### config.mk
export PLATFORM = sky130hd
export DESIGN_NAME = instr_fetch
export DESIGN_NICKNAME = d
export VERILOG_FILES = /design/src/rtl/instr_fetch_pkg.sv /design/src/rtl/instr_fetch_next_pc.sv /design/src/rtl/instr_fetch.sv
export SDC_FILE = /design/constraint.sdc
export NUM_CORES = 1
export LEC_CHECK = 0
export CORE_UTILIZATION = 47
export DETAILED_ROUTE_END_ITERATION = 8
export PLACE_DENSITY_LB_ADDON = 0.15
export SKIP_LAST_GASP = 1
export SYNTH_ARGS = -nofsm -noshare
export SYNTH_HDL_FRONTEND = slang
export SYNTH_HIERARCHICAL = 1
export SYNTH_SLANG_ARGS = --single-unit
### constraint.sdc
create_clock -name clk -period 3.8 [get_ports clk]
set_clock_uncertainty 0.1 [all_clocks]
set_input_delay 0.57 -clock clk [delete_from_list [all_inputs] [get_ports clk]]
set_output_delay 0.57 -clock clk [all_outputs]
set_load 0.02 [all_outputs]
### src/rtl/instr_fetch_pkg.sv
// Shared types and constants for the instruction fetch stage.
package instr_fetch_pkg;

   typedef enum logic [1:0] {
      StIdle  = 2'b00,
      StFetch = 2'b01,
      StIssue = 2'b10,
      StFault = 2'b11
   } fetch_state_t;

   typedef enum logic [1:0] {
      PCJ_SEQ  = 2'b00,
      PCJ_JMP  = 2'b01,
      PCJ_BR_T = 2'b10,
      PCJ_BR_F = 2'b11
   } pc_jmp_t;

   localparam logic [31:0] NOP_INSTR = 32'h0000_0013;

endpackage

### src/rtl/instr_fetch_next_pc.sv
// Combinational next-PC target selection and word-alignment check.
module instr_fetch_next_pc
   import instr_fetch_pkg::*;
(
   input  logic [31:0]        pc,
   input  pc_jmp_t            pc_jmp,
   input  logic signed [31:0] imm,
   input  logic               alu_flag,
   output logic [31:0]        target,
   output logic               target_misaligned
);

   logic        taken;
   logic [31:0] pc_imm;
   logic [31:0] pc_seq;

   assign pc_imm = pc + imm;
   assign pc_seq = pc + 32'd4;

   always_comb begin
      taken = 1'b0;
      unique case (pc_jmp)
         PCJ_SEQ:  taken = 1'b0;
         PCJ_JMP:  taken = 1'b1;
         PCJ_BR_T: taken = alu_flag;
         PCJ_BR_F: taken = ~alu_flag;
         default:  taken = 1'b0;
      endcase
   end

   assign target            = taken ? pc_imm : pc_seq;
   assign target_misaligned = |target[1:0];

endmodule

### src/rtl/instr_fetch.sv
// Multicycle fetch stage: owns the PC, fetches one word, holds it until retire.
module instr_fetch
   import instr_fetch_pkg::*;
#(
   parameter logic [31:0] RESET_PC = 32'h0000_0000
) (
   input  logic               clk,
   input  logic               rst,
   output logic               imem_req,
   output logic [31:0]        imem_addr,
   input  logic               imem_valid,
   input  logic [31:0]        imem_rdata,
   output logic [31:0]        instruction,
   output logic               instr_valid,
   output logic [31:0]        pc,
   output logic [31:0]        pc_plus4,
   input  logic               stall,
   input  logic [1:0]         pc_jmp,
   input  logic signed [31:0] imm,
   input  logic               alu_flag,
   output logic               misaligned
);

   fetch_state_t state_q, state_d;
   logic [31:0]  pc_q, pc_d;
   logic [31:0]  instr_q, instr_d;
   logic         instr_valid_q, instr_valid_d;
   logic         imem_req_q, imem_req_d;
   logic         misaligned_q, misaligned_d;

   logic [31:0]  target;
   logic         target_misaligned;

   instr_fetch_next_pc u_next_pc (
      .pc                (pc_q),
      .pc_jmp            (pc_jmp_t'(pc_jmp)),
      .imm               (imm),
      .alu_flag          (alu_flag),
      .target            (target),
      .target_misaligned (target_misaligned)
   );

   always_comb begin
      state_d       = state_q;
      pc_d          = pc_q;
      instr_d       = instr_q;
      instr_valid_d = instr_valid_q;
      imem_req_d    = imem_req_q;
      misaligned_d  = misaligned_q;
      unique case (state_q)
         StIdle: begin
            state_d    = StFetch;
            imem_req_d = 1'b1;
         end
         StFetch: begin
            if (imem_valid) begin
               instr_d       = imem_rdata;
               instr_valid_d = 1'b1;
               imem_req_d    = 1'b0;
               state_d       = StIssue;
            end
         end
         StIssue: begin
            if (!stall) begin
               instr_valid_d = 1'b0;
               // A misaligned target parks the core with the PC of the faulting instruction.
               if (target_misaligned) begin
                  misaligned_d = 1'b1;
                  state_d      = StFault;
               end else begin
                  pc_d       = target;
                  imem_req_d = 1'b1;
                  state_d    = StFetch;
               end
            end
         end
         StFault: begin
            state_d = StFault;
         end
         default: begin
            state_d = StFault;
         end
      endcase
   end

   always_ff @(posedge clk or posedge rst) begin
      if (rst) begin
         state_q       <= StIdle;
         pc_q          <= RESET_PC;
         instr_q       <= NOP_INSTR;
         instr_valid_q <= 1'b0;
         imem_req_q    <= 1'b0;
         misaligned_q  <= 1'b0;
      end else begin
         state_q       <= state_d;
         pc_q          <= pc_d;
         instr_q       <= instr_d;
         instr_valid_q <= instr_valid_d;
         imem_req_q    <= imem_req_d;
         misaligned_q  <= misaligned_d;
      end
   end

   assign imem_req    = imem_req_q;
   assign imem_addr   = pc_q;
   assign instruction = instr_q;
   assign instr_valid = instr_valid_q;
   assign pc          = pc_q;
   assign pc_plus4    = pc_q + 32'd4;
   assign misaligned  = misaligned_q;

endmodule
# After elaboration in Yosys (flattened, before gate mapping)
# Index checks and enable logic that the tools add are counted.
# W data, S select, Z words.
[op_classes]
n_addsub = 2
eq_ne = 9
mux = 13
n_bitwise = 3
reduce_logical = 11
[ops]
columns = ["cell", "n"]
rows = [
  ["$add A32 B3 Y32 const B", 1],
  ["$add A32 B32 Y32", 1],
  ["$mux W32", 1],
  ["$reduce_and A3 Y1", 3],
  ["$eq A2 B2 Y1 const B", 4],
  ["$pmux W2 S4", 1],
  ["$mux W2", 3],
  ["$ne A2 B2 Y1 const B", 3],
  ["$mux W1", 5],
  ["$eq A2 B1 Y1 const B", 2],
  ["$logic_not A2 Y1", 2],
  ["$pmux W1 S4", 1],
  ["$reduce_and A2 Y1", 2],
  ["$reduce_and A4 Y1", 1],
  ["$not A1 Y1", 3],
  ["$pmux W1 S3", 1],
  ["$reduce_bool A3 Y1", 1],
  ["$pmux W1 S2", 1],
  ["$reduce_bool A2 Y1", 1],
  ["$reduce_or A2 Y1", 1],
]
[word_totals]
ff_bits = 69
inputBits = 71
wordCells = 44

# Logic depth before layout (Yosys ltp)
[logic_depth]
depth_word = 7
depth_mapped = 12
ltp_nobuf = 12

# Cells and area by module
# Netlist, hierarchy kept.
[modules_own_cells]
columns = ["mod", "n_inst", "cells_per_inst", "area_each_um2", "seq_area_each_um2"]
rows = [
  ["instr_fetch", 1, 282, 3465.8, 1730.4],
  ["instr_fetch_next_pc", 1, 382, 2462.4, 0.0],
]

# Worst setup path after synthesis
# OpenSTA, ideal clock, no wires.
[synth_path]
kind = "input port to flip-flop"
from = "input port imm[0]"
to = "register pc_q[28], in the netlist imem_addr[28]"
setup_time_ps = 125
arrival_ps = 3008
required_ps = 3575
setup_slack_ps = 568
cell_stages = 12
cell_sequence = "ha_1 > fa_1 > a21oi_1 > o211ai_1 > a21oi_2 > o31ai_4 > a31oi_1 > o21ai_1 > a211oi_2 > mux2i_1 > nor4_1 > mux2_2"
[synth_rtl]
columns = ["element", "line", "rtl"]
rows = [
  ["from (decl)", "instr_fetch.sv:19", "input logic signed [31:0] imm,"],
  ["$add A32 B32 Y32", "instr_fetch_next_pc.sv:17", "assign pc_imm = pc + imm;"],
  ["$mux W32", "instr_fetch_next_pc.sv:31", "assign target = taken ? pc_imm : pc_seq;"],
  ["via target[28]", "instr_fetch.sv:31", "logic [31:0] target;"],
  ["to (signal assigned)", "instr_fetch.sv:96", "pc_q <= pc_d;"],
  ["to (decl)", "instr_fetch.sv:25", "logic [31:0] pc_q, pc_d;"],
]
# The timed path passes the listed nets, and every way through them passes these cells.
# A chain may end at the register's enable or synchronous reset.

# Final worst setup path
# Same ends and word-level chain as after synthesis.

==> run metrics <==
Longest Clk Path Bufs=2; Antenna Diode Count=0; Syn-to-layout area delta=39.2%; Post-synth EDFFs=0; Final Cycle Share=0.931; Buffers on Ports=about 200; final instance area=just over 8000 um^2; CTS sink cnt=69; Yosys cell types=61; fin crit period=between 3 and 4 ns; ANT nets after route=0; largest net degree at the start of global routing=39; Yosys top cell by area=dfrtp_1; I/O pins=202; syn nets=between 700 and 800; area share of fa/ha/maj cells after synthesis=0.0730; total gr overflow=0; Routed WL=~18000 um; share of layout cells above drive strength 1=0.149; Crit Path Class=in -> reg; detailed-route DRC error count=0; Resized cells post-CTS=0; Synth Warn #=6; pre-CTS setup slack=-0.0908 ns; PD cells=~800 nW/um^2; Final Hold Viols=0; placer congestion estimate=between 0.9 and 1; Slew @ Worst Pin=between 0.8 and 0.9 ns; CP max stage cell=clkdlybuf4s50_1; core area=about 12000 um^2; Compound-Gate Fraction of Synth Area=0.140; most common cell in the netlist=dfrtp_1; first-pass GRT wire length=28100 um; CP Data Arrival Time=approximately 3.7 ns; unrepaired setup endpoints after global routing=false; CP startpoint kind=input port; CTS H-tree depth=3; TritonCTS Buffers=9; drt pass-1 iters=5; # fillers=about 1000; multiplexer share of the synthesized area=0.119; Async SR Flop Fraction=1.00; final core utilization=0.679; Synth Area per Inst=about 8.9 um^2; Post-Synth Simple-Gate Area=0.186; sequential-to-total area share from yosys stat=0.292; Max FO, Critical Path=3; clk_lat worst skew=0.34 ns; Pwr Total=between 0.006 and 0.007 W; largest cells by area after synthesis=dfrtp_1, mux2_2, ha_1; vias in the first global route=~5600; Post-Synth XOR/XNOR Area=0.117; root buffer cell=clkbuf_16; Vias/cell=roughly 5.6; WP data required=slightly below 4 ns; CP Buf/Inv Count=1; max_cap viols=0; Synth top cells by count=dfrtp_1, nand2_1, mux2_2; status=completed; cts hold-fix bufs=0; worst-path cell chain=clkdlybuf4s50_1 > ha_1 > fa_1 > a21oi_1 > o211ai_1 > a21oi_2 > o31ai_4 > a31oi_1 > o21ai_1 > a211oi_2 > mux2i_1 > nor4_1 > mux2_2; crit-path leading delay family=compound AO/OA/AOI/OAI gates; initial core utilization=0.487; all-layer global routing usage=0.276; Post-Syn Instances=664; netlist area before placement=between 5000 and 6000 um^2; die width=114 um; FF+latch count, synth=69; TritonCTS clock tree=yes; initial DRC count=350; Pleak=~3.6 nW; WL per Instance=roughly 17 um; die area=between 10000 and 15000 um^2; Synth Flop Type=dfrtp_1; CP peak stage delay=0.41 ns; setup violators final=0; largest family of logic cells by synthesized area=simple AND/OR/NAND/NOR gates; vias after detailed routing=about 5600; Hold Path Class=reg -> reg; Post-CTS Repair Setup Buffers=0; max-slew violation count=0; initial antenna violation count=0; FP Rows=40; top cell type's share of synthesized area=0.279; IR Drop Worst-Case VDD=around 0.0005 V; Fin Setup TNS=0 ns; setup ws final=0.264 ns; chip height=114 um; nature of the critical path endpoint=flop; Relative slew margins=0.433; Final nets=approximately 940; DPL Wire Length=13300 um; f_max=0.283 GHz; clk slew on worst S/H paths=about 0.06 ns; Placed Area=7960 um^2
[cell type report]
| class | count | area (um^2) | area share |
|---|---|---|---|
| multi-input cells | 520 | 3780 | 0.459 |
| clock buffers | 9 | 225 | 0.0273 |
| well taps | 168 | 210 | 0.0255 |
| inverters | 16 | 60.1 | 0.00728 |
| repair buffers | 220 | 2180 | 0.264 |
| flip-flops and latches | 69 | 1730 | 0.210 |
| clock inverters | 7 | 62.6 | 0.00758 |
[routing by layer]
layer	track usage	vias to the layer above	routed length, um	share of wire
met2	0.484	230	8750	0.50
met1	0.332	2688	7190	0.41
met5	0	-	0	0
met4	0.0857	0	232	0.013
li1	-	2686	-	-
met3	0.0704	22	1400	0.080
[kinds of logic (layout without fill, tap and decap cells)]
family / count (synthesis) / count (layout)
multiplexers: 63 / 63
XOR/XNOR: 79 / 79
AND/OR/NAND/NOR: 207 / 207
flip-flops: 69 / 69
adder cells (fa/ha/maj): 34 / 34
AO/OA/AOI/OAI: 137 / 137
buffers and inverters: 75 / 252
[state kept, by name (all words and copies together) (netlist names)]
register	flops
imem_addr	32
instruction	32
imem_req	1
instr_valid	1
state_q	2
misaligned	1
[where the power goes]
group	switching (W)	internal (W)	total, W
Combinational	0.00224	0.00215	0.00439
Sequential	0.000498	0.00107	0.00157
Clock	0.000378	0.000457	0.000836
Total	0.00312	0.00368	0.00679
[cells in the final DEF, fill, tap and decap left out, types with 4 or more instances in the layout]
cell type / netlist / routed
a21o_1: 14 / 14
a21oi_1: 53 / 53
a31oi_1: 7 / 7
and2_1: 5 / 5
and3_1: 14 / 14
and4_1: 5 / 5
buf_4: 36 / 17
clkbuf_16: 0 / 9
clkdlybuf4s50_1: 0 / 201
dfrtp_1: 66 / 66
ha_1: 33 / 33
inv_1: 16 / 15
inv_6: 0 / 4
mux2_2: 61 / 61
nand2_1: 62 / 62
nand3_1: 23 / 23
nand4_1: 9 / 9
nor2_1: 39 / 39
nor2b_1: 5 / 5
nor3_1: 7 / 7
nor3b_1: 4 / 4
nor4_1: 4 / 4
o211ai_1: 4 / 4
o21a_1: 5 / 5
o21ai_0: 32 / 32
o31ai_1: 4 / 4
or3_1: 6 / 5
xnor2_1: 36 / 35
xor2_1: 43 / 42
[worst paths after layout]
kind,slack [ns],endpoint,start,depth (start not counted)
worst min-delay path,0.40,instruction[13],instruction[13],1
worst min register to register,0.40,instruction[13],instruction[13],1
max in group asynchronous,2.23,instruction[1],rst,3
worst max-delay path,0.26,imem_addr[28],imm[0],13
min in group asynchronous,0.62,instruction[9],rst,2
worst max register to register,0.40,imem_addr[28],imem_addr[0],12
[stage by stage]
stage	hold WS, ns	cells
after detailed placement	0.395	993
after CTS	0.407	1009
final	0.402	1009
after floorplan	0.406	664
after global routing	0.412	1009
after global placement	0.388	993
(Power assumes the default switching activity.)
